**config.mk**
```make
export PLATFORM = sky130hd
export DESIGN_NAME = servo_pwm_capture
export DESIGN_NICKNAME = d
export VERILOG_FILES = /design/src/rtl/servo_pkg.sv /design/src/rtl/servo_pos_divider.sv /design/src/rtl/servo_pwm_capture.sv
export SDC_FILE = /design/constraint.sdc
export NUM_CORES = 1
export LEC_CHECK = 0
export CAP_MARGIN = 20
export CORE_MARGIN = 2
export CORE_UTILIZATION = 30
export DETAILED_ROUTE_END_ITERATION = 12
export PLACE_DENSITY_LB_ADDON = 0.05
export SLEW_MARGIN = 10
export SYNTH_ARGS = -nofsm -noshare
export SYNTH_HDL_FRONTEND = slang
export SYNTH_HIERARCHICAL = 1
export SYNTH_SLANG_ARGS = --single-unit
```
**constraint.sdc**
```tcl
create_clock -name CLK -period 2.5 [get_ports CLK]
set_clock_uncertainty 0.15 [all_clocks]
set_input_delay 0.5 -clock CLK [delete_from_list [all_inputs] [get_ports CLK]]
set_output_delay 0.5 -clock CLK [all_outputs]
set_load 0.005 [all_outputs]
```
**src/rtl/servo_pkg.sv**
```systemverilog
// Shared constants for the servo PWM generator/capture pair.
// The same defaults feed the position generator so both ends stay matched.
package servo_pkg;

    localparam int unsigned CLK_HZ         = 50_000_000;

    localparam int unsigned DEF_PULSE_MIN  = 50_000;     // 1.0 ms -> POS 0
    localparam int unsigned DEF_PULSE_MAX  = 100_000;    // 2.0 ms -> POS_MAX
    localparam int unsigned DEF_STEP       = 278;        // cycles per POS unit
    localparam int unsigned DEF_POS_MAX    = 180;
    localparam int unsigned DEF_PERIOD_MIN = 900_000;    // 18 ms
    localparam int unsigned DEF_PERIOD_MAX = 1_100_000;  // 22 ms

    localparam int unsigned W_BITS = 17;  // high-time counter / dividend width
    localparam int unsigned P_BITS = 21;  // period counter width

    typedef enum logic [1:0] {
        SYNC      = 2'd0,
        WAIT_RISE = 2'd1,
        HIGH      = 2'd2,
        LOW       = 2'd3
    } cap_state_t;

    // Saturate a divider quotient to the position range.
    function automatic logic [7:0] clamp_pos(input logic [W_BITS-1:0] q,
                                             input logic [7:0]        lim);
        return (q > {{(W_BITS-8){1'b0}}, lim}) ? lim : q[7:0];
    endfunction

endpackage

```
**src/rtl/servo_pos_divider.sv**
```systemverilog
// Restoring divider: fixed divisor, 17-bit dividend, one quotient bit per cycle.
// done is asserted during the 17th iteration cycle with the final quotient on
// quotient, so a caller registering on done sees the result one cycle later.
// A start while busy reloads the operands and abandons the running division.
module servo_pos_divider
    import servo_pkg::*;
#(
    parameter int unsigned DIVISOR = DEF_STEP
) (
    input  logic              clk,
    input  logic              rst,
    input  logic              start,
    input  logic [W_BITS-1:0] dividend,
    output logic              busy,
    output logic              done,
    output logic [W_BITS-1:0] quotient
);

    localparam logic [W_BITS:0]   DIV_WIDE = (W_BITS+1)'(DIVISOR);
    localparam logic [W_BITS-1:0] DIV_NARROW = W_BITS'(DIVISOR);

    logic [W_BITS-1:0] rem_q;
    logic [W_BITS-1:0] quo_q;
    logic [4:0]        cnt_q;

    logic [W_BITS:0]   rem_sh;
    logic [W_BITS-1:0] diff;
    logic              ge;

    // One restoring step: shift in the next dividend bit, trial-subtract.
    // The remainder after a successful subtract is below the divisor, so the
    // low bits of the subtraction are exact.
    always_comb begin
        rem_sh   = {rem_q, quo_q[W_BITS-1]};
        ge       = (rem_sh >= DIV_WIDE);
        diff     = rem_sh[W_BITS-1:0] - DIV_NARROW;
        quotient = {quo_q[W_BITS-2:0], ge};
        busy     = (cnt_q != 5'd0);
        done     = (cnt_q == 5'd1);
    end

    // Iteration state: load on start, then one step per cycle until cnt hits 0.
    always_ff @(posedge clk) begin
        if (rst) begin
            rem_q <= '0;
            quo_q <= '0;
            cnt_q <= '0;
        end else if (start) begin
            rem_q <= '0;
            quo_q <= dividend;
            cnt_q <= 5'(W_BITS);
        end else if (busy) begin
            rem_q <= ge ? diff : rem_sh[W_BITS-1:0];
            quo_q <= quotient;
            cnt_q <= cnt_q - 5'd1;
        end
    end

endmodule

```
**src/rtl/servo_pwm_capture.sv**
```systemverilog
// Servo PWM capture: measures high time and rise-to-rise period of one servo
// input and recovers the position code that produced it.
// Optional feature macro: PWM_TIMEOUT_EN -- a period counter reaching
// PERIOD_MAX while tracking raises signal_lost and resynchronises the FSM.
module servo_pwm_capture
    import servo_pkg::*;
#(
    parameter int unsigned PULSE_MIN  = DEF_PULSE_MIN,
    parameter int unsigned PULSE_MAX  = DEF_PULSE_MAX,
    parameter int unsigned STEP       = DEF_STEP,
    parameter int unsigned POS_MAX    = DEF_POS_MAX,
    parameter int unsigned PERIOD_MIN = DEF_PERIOD_MIN,
    parameter int unsigned PERIOD_MAX = DEF_PERIOD_MAX
) (
    input  logic              CLK,
    input  logic              RST,
    input  logic              PWM_in,
    output logic [7:0]        POS,
    output logic              POS_valid,
    output logic [W_BITS-1:0] width,
    output logic              err_range,
    output logic              err_period,
    output logic              signal_lost
);

    localparam logic [W_BITS-1:0] W_MIN   = W_BITS'(PULSE_MIN);
    localparam logic [W_BITS-1:0] W_MAX   = W_BITS'(PULSE_MAX);
    localparam logic [W_BITS-1:0] W_SAT   = '1;
    localparam logic [P_BITS-1:0] P_SAT   = '1;
    // pcnt is cleared on the rise, so at the next rise it holds period-1.
    localparam logic [P_BITS-1:0] P_LO    = P_BITS'(PERIOD_MIN - 1);
    localparam logic [P_BITS-1:0] P_MAX   = P_BITS'(PERIOD_MAX);
    localparam logic [7:0]        POS_LIM = 8'(POS_MAX);

    // ---------------- input conditioning ----------------
    logic pwm_s1, pwm_s2, pwm_d;
    logic rise, fall;

    // Synchroniser and edge flop run through reset so that SYNC sees the true
    // pin level immediately after reset is released.
    always_ff @(posedge CLK) begin
        pwm_s1 <= PWM_in;
        pwm_s2 <= pwm_s1;
        pwm_d  <= pwm_s2;
    end

    assign rise = pwm_s2 & ~pwm_d;
    assign fall = ~pwm_s2 & pwm_d;

    // ---------------- counters ----------------
    logic [W_BITS-1:0] hcnt;
    logic [P_BITS-1:0] pcnt;
    logic              timeout;

`ifdef PWM_TIMEOUT_EN
    assign timeout = (pcnt >= P_MAX);
`else
    assign timeout = 1'b0;
`endif

    // ---------------- FSM ----------------
    cap_state_t state, state_nxt;
    logic hcnt_clr, hcnt_run, meas_done, prd_chk;
`ifdef PWM_TIMEOUT_EN
    logic lost_set, lost_clr;
`endif

    // State register.
    always_ff @(posedge CLK) begin
        if (RST) state <= SYNC;
        else     state <= state_nxt;
    end

    // Next state: SYNC waits for the pin low so a pulse in progress is skipped.
    always_comb begin
        state_nxt = state;
        case (state)
            SYNC:      if (!pwm_s2) state_nxt = WAIT_RISE;
            WAIT_RISE: if (rise)    state_nxt = HIGH;
            HIGH: begin
                if (timeout)   state_nxt = SYNC;
                else if (fall) state_nxt = LOW;
            end
            LOW: begin
                if (timeout)   state_nxt = SYNC;
                else if (rise) state_nxt = HIGH;
            end
            default:   state_nxt = SYNC;
        endcase
    end

    // FSM outputs: control strobes for the counters, divider and error flags.
    always_comb begin
        hcnt_clr  = rise && (state == WAIT_RISE || (state == LOW && !timeout));
        hcnt_run  = (state == HIGH);
        meas_done = (state == HIGH) && fall && !timeout;
        prd_chk   = (state == LOW) && rise && !timeout;
`ifdef PWM_TIMEOUT_EN
        lost_set  = (state == HIGH || state == LOW) && timeout;
        lost_clr  = (state == WAIT_RISE) && rise;
`endif
    end

    // High-time counter: 1 on the rise cycle, saturating while high.
    always_ff @(posedge CLK) begin
        if (RST)                          hcnt <= '0;
        else if (hcnt_clr)                hcnt <= W_BITS'(1);
        else if (hcnt_run && hcnt != W_SAT) hcnt <= hcnt + W_BITS'(1);
    end

    // Period counter: cleared on every rise, saturating otherwise.
    always_ff @(posedge CLK) begin
        if (RST)                pcnt <= '0;
        else if (rise)          pcnt <= '0;
        else if (pcnt != P_SAT) pcnt <= pcnt + P_BITS'(1);
    end

    // ---------------- conversion ----------------
    logic              range_lo, range_hi;
    logic [W_BITS-1:0] dividend;
    logic [W_BITS-1:0] wlat;
    logic              lat_lo, lat_hi;
    logic              div_busy, div_done;
    logic [W_BITS-1:0] div_quo;
    logic              restart, deliver, prd_bad;

    // Out-of-range widths still go through the divider (with a zero dividend)
    // so every measurement has the same output latency.
    always_comb begin
        range_lo = (hcnt < W_MIN);
        range_hi = (hcnt > W_MAX);
        dividend = (range_lo || range_hi) ? '0 : hcnt - W_MIN;
        prd_bad  = (pcnt < P_LO) || (pcnt >= P_MAX);
        restart  = meas_done && div_busy;
        deliver  = div_done && !restart;
    end

    // Capture the finished measurement for the divider run.
    always_ff @(posedge CLK) begin
        if (RST) begin
            wlat   <= '0;
            lat_lo <= 1'b0;
            lat_hi <= 1'b0;
        end else if (meas_done) begin
            wlat   <= hcnt;
            lat_lo <= range_lo;
            lat_hi <= range_hi;
        end
    end

    servo_pos_divider #(
        .DIVISOR (STEP)
    ) u_div (
        .clk      (CLK),
        .rst      (RST),
        .start    (meas_done),
        .dividend (dividend),
        .busy     (div_busy),
        .done     (div_done),
        .quotient (div_quo)
    );

    // Result registers and 1-cycle strobes; a fall arriving mid-division
    // drops the pending result in favour of the new one.
    always_ff @(posedge CLK) begin
        if (RST) begin
            POS        <= '0;
            POS_valid  <= 1'b0;
            width      <= '0;
            err_range  <= 1'b0;
            err_period <= 1'b0;
        end else begin
            POS_valid  <= 1'b0;
            err_range  <= 1'b0;
            err_period <= prd_chk && prd_bad;
            if (deliver) begin
                POS_valid <= 1'b1;
                width     <= wlat;
                POS       <= lat_hi ? POS_LIM : clamp_pos(div_quo, POS_LIM);
                err_range <= lat_lo || lat_hi;
            end
        end
    end

`ifdef PWM_TIMEOUT_EN
    // Loss-of-signal level: set on timeout, cleared by the next accepted rise.
    always_ff @(posedge CLK) begin
        if (RST)           signal_lost <= 1'b0;
        else if (lost_set) signal_lost <= 1'b1;
        else if (lost_clr) signal_lost <= 1'b0;
    end
`else
    assign signal_lost = 1'b0;
`endif

endmodule

```
-- Word-level counts from Yosys, hierarchy flattened
Cells that the tools add are included.
- flip-flop bits (word level): 129
- input bits: 3
- output and inout port bits: 29
- logic and storage cells: 81
- add/subtract/negate cells: 5
- $lt $le $gt $ge: 6
- eq/ne operators: 9
- mux-type cells: 15
- bitwise gates (word level): 5
- reductions and logical operators: 22
- operator list (cell ; count):
    17-bit 2-to-1 mux ; 4
    21-bit by 1-bit adder with 21-bit output, second input constant ; 1
    21-bit >= comparator, second input constant ; 1
    21-bit by 20-bit less-than comparator with 1-bit output, second input constant ; 1
    21-bit != test, second input constant ; 1
    18-bit by 9-bit >= comparator with 1-bit output, second input constant ; 1
    17-bit by 1-bit adder with 17-bit output, second input constant ; 1
    17-bit greater-than comparator, second input constant ; 1
    17-bit by 8-bit greater-than comparator with 1-bit output, second input constant ; 1
    17-bit by 16-bit less-than comparator with 1-bit output, second input constant ; 1
    17-bit != test, second input constant ; 1
    17-bit by 16-bit subtractor with 17-bit output, second input constant ; 1
    17-bit by 9-bit subtractor with 17-bit output, second input constant ; 1
    8-bit 2-to-1 mux ; 2
    5-bit 2-to-1 mux ; 2
    2-bit OR reduction ; 5
    1-bit logical AND ; 7
    2-bit 2-to-1 mux ; 3
    2-bit one-hot mux with 3 select lines ; 1
    5-bit by 1-bit equality test with 1-bit output, second input constant ; 1
    5-bit nonzero test ; 1
    5-bit by 1-bit subtractor with 5-bit output, second input constant ; 1
    2-bit equality test, second input constant ; 2
    1-bit logical OR ; 4
    other kinds (10) ; 17

-- Logic depth before layout (Yosys ltp)
Gate-level depths: netlist (run 1).
- depth after elaboration: 8
- depth in mapped cells: 12
- depth with buffers taken out: 10

-- Cells and area by module
The synthesis (run 1) kept the hierarchy.
- by module, submodules not included (module ; instances ; cells each ; area each (µm²) ; seq. area each (µm²)):
    servo_pwm_capture ; 1 ; 522 ; 4136.5 ; 1801.7
    servo_pos_divider ; 1 ; 255 ; 2031.9 ; 780.7

-- Worst setup path after synthesis (run 1)
OpenSTA, ideal clock, no wires.
- path type: register -> register
- from: register hcnt[10]
- to: register hcnt[13]
- library setup time: 0.128 ns
- arrival time: 2.347 ns
- required time: 2.222 ns
- setup slack: -0.125 ns
- cell stages (with the launch flop): 12
- buffers on the path: 1
- period minus slack after synthesis: 2.625 ns
- cells stage by stage: dfxtp_1 -> clkbuf_1 -> and4_1 -> and2_1 -> nand3_1 -> nor3_1 -> ha_1 -> nand4b_1 -> nor4_1 -> nand3_1 -> xor2_1 -> nor2_1
- word-level cells in the longest chain between the ends: 2
- elaborated cells on any way between the ends: 3
- those cells by class: add/sub: 1; eq/ne: 1; reduce/logical: 1
- RTL lines (element ; line ; source):
    from (decl) ; servo_pwm_capture.sv:51 ; logic [W_BITS-1:0] hcnt;
    from (signal assigned) ; servo_pwm_capture.sv:108 ; else if (hcnt_run && hcnt != W_SAT) hcnt <= hcnt + W_BITS'(1);
    parallel branches: the longest is 2 deep, another holds 17-bit by 1-bit adder with 17-bit output ; -- ;
Several ways; the timed one is not identified.
A chain may end at the register's enable or synchronous reset.

-- Worst setup path in the final report (run 1)
- from: register hcnt[10]
- to: register hcnt[6]
- word-level cells in the longest chain between the ends: 2
- RTL lines (element ; line):
    17-bit != test ; servo_pwm_capture.sv:108
    1-bit logical AND ; servo_pwm_capture.sv:108
No other way between the ends.

==> metrics.txt, run 1 <==
Skew-Pair Late Insertion Delay between 400 and 500 ps; Avg Cell Area, Syn 7.94 um^2; vias per inst 4.83; status completed; Mapped Area about 6000 um^2; Area Overhead vs Synth 21.9%; slew margin rel. 0.582; final hold vios 0; drt initial violations 240; # rows between 50 and 60; antenna violations before repair 0; Fin Hold WS 181 ps; GPL Wtd Cong roughly 0.78; RSZ-0062 raised after global routing false; final setup fails 0; drt total wl approximately 16,000 um; pwr dens ~950 nW/um^2; Most common cell on crit path nor2_1; achievable frequency 429 MHz; fillers 2,083; Core Area approximately 20,000 um^2; NumNets Final ~830; Detail Route Antenna Nets 0; cell family with most CP delay simple AND/OR/NAND/NOR gates; Port-buffer cells 30; GRT Residual Overflow 0; H-tree depth 4; max-slew violation count 0; Synth cell types 71; VDD IR max between 0.4 and 0.5 mV; Yosys warning count 6; vias in the first global route 5,092; initial core utilization 0.305; Critical Path Fanout Max 3; total CTS buffers 17; routed length on met2 7000 um; CP peak stage delay 410 ps; CP Cell Sequence and4_1, and2_1, nand3_1, nor3_2, ha_2, nand4bb_1, or3_1, nor2_1, xnor2_1, nor2_1; Pwr Total a little over 7 mW; total leakage power about 2.7 nW; cell count after synthesis ~780; Root Buffer clkbuf_16; share of layout cells above drive strength 1 0.120; clk buf depth 2; clock sink count approximately 130; setup_tns 0 ps; DR WL met3 approximately 430 um; fin crit period about 2300 ps; clock transition at the registers of the reported paths 60 ps; crit path launch type flip-flop; min-delay worst type reg2reg; #FFs+latches synth 129; # diodes 0; async set-reset flop share out of synthesis 0; WP buf/inv 0; DRC viols 0; Least-Margin Pin Slew 628 ps; I/O Pins 32; highest metal used met4; vias around 5,300; syn nets roughly 790; Tcrit/Tclk final 0.932; CP Class reg2reg; met1 wire length around 8100 um; CTS tree done; EDFF count, synth 0; largest net degree at the start of global routing 36; routed len/inst around 14 um; Die Y 147 um; most frequent cells in the layout 156 x nand2_1, 127 x dfxtp_1, 83 x nor2_1, 82 x a21oi_1, 37 x buf_4; detailed placement HPWL between 10,000 and 15,000 um; sequential share of the synthesized area 0.419; most common cell after layout, fill and taps aside nand2_1; die area ~22,000 um^2; WP data required between 2000 and 3000 ps; # Max-Cap Violations 0; Post-CTS Hold Fix Bufs 0; WP data arrival 2470 ps; CP endpoint kind flip-flop; slowest CP cell or3_1; Die Wd roughly 150 um; predominant post-synthesis flop cell dfxtp_1; Total GRT Usage 0.150; first-pass GRT wire length ~26,000 um; drt first pass iters 5
==> layout make-up <==
type,count,area (um^2),share of cell area
clock buffer,19,433,0.0576
clock inverter,13,211,0.0281
inverter,19,71.3,0.00948
multi-input combinational,580,3310,0.440
sequential,129,2580,0.344
tap,270,338,0.0449
timing repair buffer,67,573,0.0762
==> cells by family after synthesis <==
| kind of cell | Yosys count | share of synthesized area |
|---|---|---|
| flip-flops | 129 | 0.419 |
| buffers and inverters | 68 | 0.0479 |
| multiplexers | 6 | 0.00974 |
| other | 1 | 0.000608 |
| adder cells (fa/ha/maj) | 11 | 0.0223 |
| XOR/XNOR | 43 | 0.0611 |
| AND/OR/NAND/NOR | 342 | 0.263 |
| AO/OA/AOI/OAI | 177 | 0.177 |
==> routing by layer <==
layer / GRT usage / vias up
li1: - / 2743
met1: 0.209 / 2463
met2: 0.233 / 83
met3: 0.0321 / 13
met4: 0.0476 / 0
met5: 0 / -
==> where the power goes <==
part	total, mW	switching [mW]	internal [mW]	leakage [nW]
Combinational	1.87	1.12	0.754	1.30
Sequential	2.51	0.240	2.27	1.05
Clock	2.75	0.972	1.77	0.311
==> cell usage after synthesis (3+ instances only) <==
cell,number,area (um^2)
xnor2_1,24,210
ha_1,11,138
or3_1,6,37.5
o21a_1,5,37.5
and2_1,3,18.8
a211o_1,3,26.3
nand3_1,19,95.1
a21oi_1,82,410
clkbuf_1,28,105
a21o_1,19,143
a31oi_1,7,43.8
nor4_1,12,75.1
mux2i_1,6,60.1
nand4b_1,4,35.0
nand4_1,7,43.8
and3_1,5,31.3
nor3_1,15,75.1
inv_1,17,63.8
o21ai_1,4,20.0
o21ai_0,22,110
dfxtp_1,129,2580
o311ai_0,5,43.8
nor2_1,83,312
a22oi_1,4,30.0
o211ai_1,3,22.5
xor2_1,19,166
or4_1,3,22.5
a21boi_0,3,22.5
buf_2,15,75.1
nand2_1,156,586
==> sequential cells by signal, indices dropped and copies added, names as in the netlist <==
| register | flops |
|---|---|
| POS | 8 |
| POS_valid | 1 |
| err_period | 1 |
| err_range | 1 |
| hcnt | 17 |
| lat_hi | 1 |
| lat_lo | 1 |
| pcnt | 21 |
| pwm_d | 1 |
| pwm_s1 | 1 |
| pwm_s2 | 1 |
| state | 2 |
| u_div/cnt_q | 5 |
| u_div/quo_q | 17 |
| u_div/rem_q | 17 |
| width | 17 |
| wlat | 17 |
==> worst paths after layout <==
check | start | cells after the start | slack (ps) | endpoint
worst max-delay path | hcnt[10] | 10 | 170 | hcnt[6]
worst min-delay path | pwm_s1 | 0 | 180 | pwm_s2
worst max register to register | hcnt[10] | 10 | 170 | hcnt[6]
worst min register to register | pwm_s1 | 0 | 180 | pwm_s2
==> what timing repair did <==
| item | 4_1_cts | 5_1_grt |
|---|---|---|
| buffers inserted | 0 | 0 |
| setup endpoints to repair | 0 | 9 |
| resized for setup | 0 | 5 |
==> through the flow <==
stage,area (um^2),std cells,util,setup slack [ps]
final,7520,1097,0.372,169
after global routing,7520,1097,0.372,10.3
after CTS,7500,1096,0.371,33.1
after detailed placement,6860,1064,0.339,53.8
after global placement,6860,1064,0.339,86.2
after floorplan,6170,777,-,37.8
(Power assumes the default switching activity.)
==> run 2: changes to the inputs <==
- SLEW_MARGIN: 10 -> not set
==> metrics.txt, run 2 (synthesis gave the netlist of run 1 again) <==
status completed; # diodes 0; achievable frequency 429 MHz; pwr dens 947 nW/um^2; Critical Path Fanout Max 3; Root Buffer clkbuf_16; Skew-Pair Late Insertion Delay approximately 430 ps; max FFs per register 21; RSZ-0062 raised after global routing false; Die Y 147 um; max-slew violation count 0; final setup fails 0; share of layout cells above drive strength 1 0.120; WP data required about 2600 ps; # Max-Cap Violations 0; Most common cell on crit path nor2_1; DRC viols 0; Area Overhead vs Synth 22.0%; initial core utilization 0.305; first-pass GRT wire length 26,200 um; CTS tree done; clk buf depth 2; GRT Residual Overflow 0; clock sink count 129; slowest CP cell or3_1; antenna violations before repair 0; fin area around 7500 um^2; final hold vios 0; setup_tns 0 ps; Core Area 20,200 um^2; fin worst setup slack about 170 ps; fin crit period 2330 ps; most frequent cells in the layout 156 x nand2_1, 127 x dfxtp_1, 83 x nor2_1, 82 x a21oi_1, 36 x buf_4; Detail Route Antenna Nets 0; I/O Pins 32; routed len/inst about 14 um; pre-CTS setup slack around 54 ps; vias in the first global route 5,092; GPL Wtd Cong 0.777; CP peak stage delay roughly 400 ps; Die Wd around 150 um; Least-Margin Pin Slew ~630 ps; vias per inst between 4 and 5; H-tree depth 4; Pwr Total approximately 7.1 mW; Port-buffer cells 30; clock transition at the registers of the reported paths roughly 60 ps; crit path launch type flip-flop; WP data arrival around 2500 ps; drt first pass iters 5; CP Class reg2reg; Finished Core Util 0.372; post-CTS setup buffer count 0; Tcrit/Tclk final 0.932; NumNets Final around 830; drt total wl around 16,000 um; Total GRT Usage 0.150; fillers about 2,100; largest register by flop count pcnt; # rows 52; CP Cell Sequence and4_1, and2_1, nand3_1, nor3_2, ha_2, nand4bb_1, or3_1, nor2_1, xnor2_1, nor2_1; total CTS buffers 17; most common cell after layout, fill and taps aside nand2_1; slew margin rel. 0.578; min-delay worst type reg2reg; Placement Cell Area 6860 um^2; vias around 5,300; drt initial violations ~290; CP endpoint kind flip-flop; die area approximately 22,000 um^2; detailed placement HPWL about 11,000 um; total leakage power around 2.7 nW; largest net degree at the start of global routing 36; VDD IR max 0.423 mV
run 2: cell counts in the layout (fill, tap and decap cells not counted):
No cell type changed its count.
run 2: timing repair:
| action | in CTS | in global routing |
|---|---|---|
| gates resized for setup | 0 | 5 |
| endpoints found under the setup margin | 0 | 9 |
| hold buffers | 0 | 0 |
run 2: power by group:
part | switching, mW | total [mW] | internal (mW)
Sequential | 0.240 | 2.51 | 2.27
Clock | 0.972 | 2.74 | 1.77
Combinational | 1.12 | 1.87 | 0.755
Total | 2.33 | 7.12 | 4.79
run 2: path summary, 6_finish.rpt:
| kind | to | startpoint | cells after the start | slack [ps] |
|---|---|---|---|---|
| min | pwm_s2 | pwm_s1 | 0 | 180 |
| min reg2reg | pwm_s2 | pwm_s1 | 0 | 180 |
| max reg2reg | hcnt[6] | hcnt[10] | 10 | 170 |
| max | hcnt[6] | hcnt[10] | 10 | 170 |
run 2: worst max-delay path, delay by kind of cell (launching register included):
family                   cells  cell delay, ps
AND/OR/NAND/NOR              8            1420
flip-flops                   1             310
adder cells (fa/ha/maj)      1             190
XOR/XNOR                     1             130
run 2: final cells by class:
cell class / count / area, um^2 / share of cell area
Tap cell: 270 / 338 / 0.0449
Sequential cell: 129 / 2580 / 0.344
Inverter: 19 / 71.3 / 0.00948
Clock inverter: 13 / 211 / 0.0281
Clock buffer: 19 / 433 / 0.0575
Multi-Input combinational cell: 580 / 3310 / 0.440
Timing Repair Buffer: 67 / 577 / 0.0767
run 2: per-layer routing:
layer | vias to the layer above | part of all wire | track usage
met5 | - | 0 | 0
met4 | 0 | 0.012 | 0.0476
met3 | 13 | 0.029 | 0.0321
met2 | 84 | 0.45 | 0.233
met1 | 2461 | 0.51 | 0.209
li1 | 2740 | - | -
run 2: per-stage QoR:
step	hold WS (ps)	std cells
6_report	181	1097
3_3_place_gp	163	1064
5_1_grt	183	1097
4_1_cts	181	1096
2_1_floorplan	160	777
3_5_place_dp	166	1064
==> run 3: changes to the inputs <==
- CAP_MARGIN: 20 -> 25
- GPL_TIMING_DRIVEN: not set -> 1
==> metrics.txt, run 3 (synthesis gave the netlist of run 1 again) <==
achievable frequency roughly 430 MHz; initial core utilization 0.305; WP data arrival between 2000 and 3000 ps; slew margin rel. 0.573; Area Overhead vs Synth 22.3%; Die Wd between 100 and 150 um; RSZ-0062 raised after global routing false; clock transition at the registers of the reported paths approximately 60 ps; internal cell power ~4.7 mW; Core Area about 20,000 um^2; CP endpoint kind flip-flop; DRC viols 0; Clk pwr share 0.381; clk buf depth 2; Detail Route Antenna Nets 0; vias around 5,300; Die Y around 150 um; total leakage power between 2 and 3 nW; vias per inst 4.80; drt first pass iters 4; routed len/inst around 14 um; pwr dens between 900 and 1000 nW/um^2; status completed; first-pass GRT wire length 26,500 um; share of layout cells above drive strength 1 0.122; Skew-Pair Late Insertion Delay around 420 ps; Root Buffer clkbuf_16; crit path launch type flip-flop; Least-Margin Pin Slew roughly 640 ps; Tcrit/Tclk final 0.928; final setup fails 0; CTS tree done; pre-CTS setup slack 102 ps; max FFs per register 21; fin crit period around 2300 ps; die area 21,700 um^2; Critical Path Fanout Max 7; max-slew violation count 0; drt total wl 15,800 um; # diodes 0; I/O Pins 32; fin worst setup slack approximately 180 ps; fin area around 7500 um^2; antenna violations before repair 0; min-delay worst type reg2reg; drt initial violations 280; CP Class reg2reg; Sw Ratio 0.333; clock sink count 129; GRT Residual Overflow 0; # Max-Cap Violations 0; VDD IR max a little over 0.4 mV; H-tree depth 4; most common cell after layout, fill and taps aside nand2_1; NetSw ~2.4 mW; Comb pwr share 0.265; most frequent cells in the layout 156 x nand2_1, 128 x dfxtp_1, 83 x nor2_1, 82 x a21oi_1, 39 x buf_4; NumNets Final between 800 and 900; final hold vios 0; Total GRT Usage 0.152; vias in the first global route 5,166; Placement Cell Area between 6000 and 7000 um^2; largest register by flop count pcnt; Port-buffer cells 30; flop-to-flop setup slack between 150 and 200 ps; WP data required between 2000 and 3000 ps; total CTS buffers 17; # rows 52; GPL Wtd Cong 0.777; largest net degree at the start of global routing 36; setup_tns 0 ps; Reg power frac 0.354; detailed placement HPWL around 11,000 um
==> run 3: cell types whose count changed in the layout (fill, tap and decap cells not counted), sizes merged <==
cell and delta:
clkinvlp +2, clkinv -4, buf +2, clkbuf -1, bufinv -1, inv +4
==> run 3: per-layer routing <==
metal | wire [um] | global-route usage
met5 | 0 | 0
met4 | 100 | 0.0370
met3 | 457 | 0.0398
met2 | 6980 | 0.235
met1 | 8310 | 0.211
==> run 3: layout make-up <==
type	instances	area, um^2
clock inverters	14	204
flip-flops and latches	129	2580
repair buffers	69	588
well taps	270	338
fillers	2085	12700
inverters	19	71.3
clock buffers	18	439
multi-input cells	580	3320
==> run 3: power groups by stage <==
stage | Clock [mW] | Sequential, mW | Combinational (mW)
2_1_floorplan | 0 | 2.50 | 1.40
3_3_place_gp | 0 | 2.55 | 1.88
3_5_place_dp | 0 | 2.55 | 1.89
4_1_cts | 2.79 | 2.51 | 1.90
5_1_grt | 2.91 | 2.55 | 2.11
6_report | 2.71 | 2.51 | 1.88
==> run 3: through the flow <==
stage | hold WS (ps) | utilization | std cells | total power, mW
floorplan | 160 | - | 777 | 3.90
global placement | 163 | 0.339 | 1064 | 4.42
detailed placement | 166 | 0.339 | 1065 | 4.44
CTS | 180 | 0.371 | 1097 | 7.20
global route | 181 | 0.373 | 1099 | 7.56
finish | 180 | 0.373 | 1099 | 7.10
==> run 3: final timing paths <==
| check | start | end | cells past startpoint |
|---|---|---|---|
| worst min register to register | pwm_s1 | pwm_s2 | 0 |
| worst max-delay path | u_div/rem_q[10] | POS[6] | 9 |
| worst max register to register | u_div/rem_q[10] | POS[6] | 9 |
| worst min-delay path | pwm_s1 | pwm_s2 | 0 |
==> run 3: critical path: stages, from the launching register on <==
cell      delay, ps
dfxtp_1         360
nor4_4          370
nand3_4         170
nor2_4          170
inv_2            70
o21a_1          180
o311ai_0        330
and3_2          280
a22oi_1          70
nor2_1           90
==> run 3: repair_timing <==
item	CTS	global route
hold buffers	0	0
endpoints found under the setup margin	0	11
resized for setup	0	4
buffers inserted	0	2
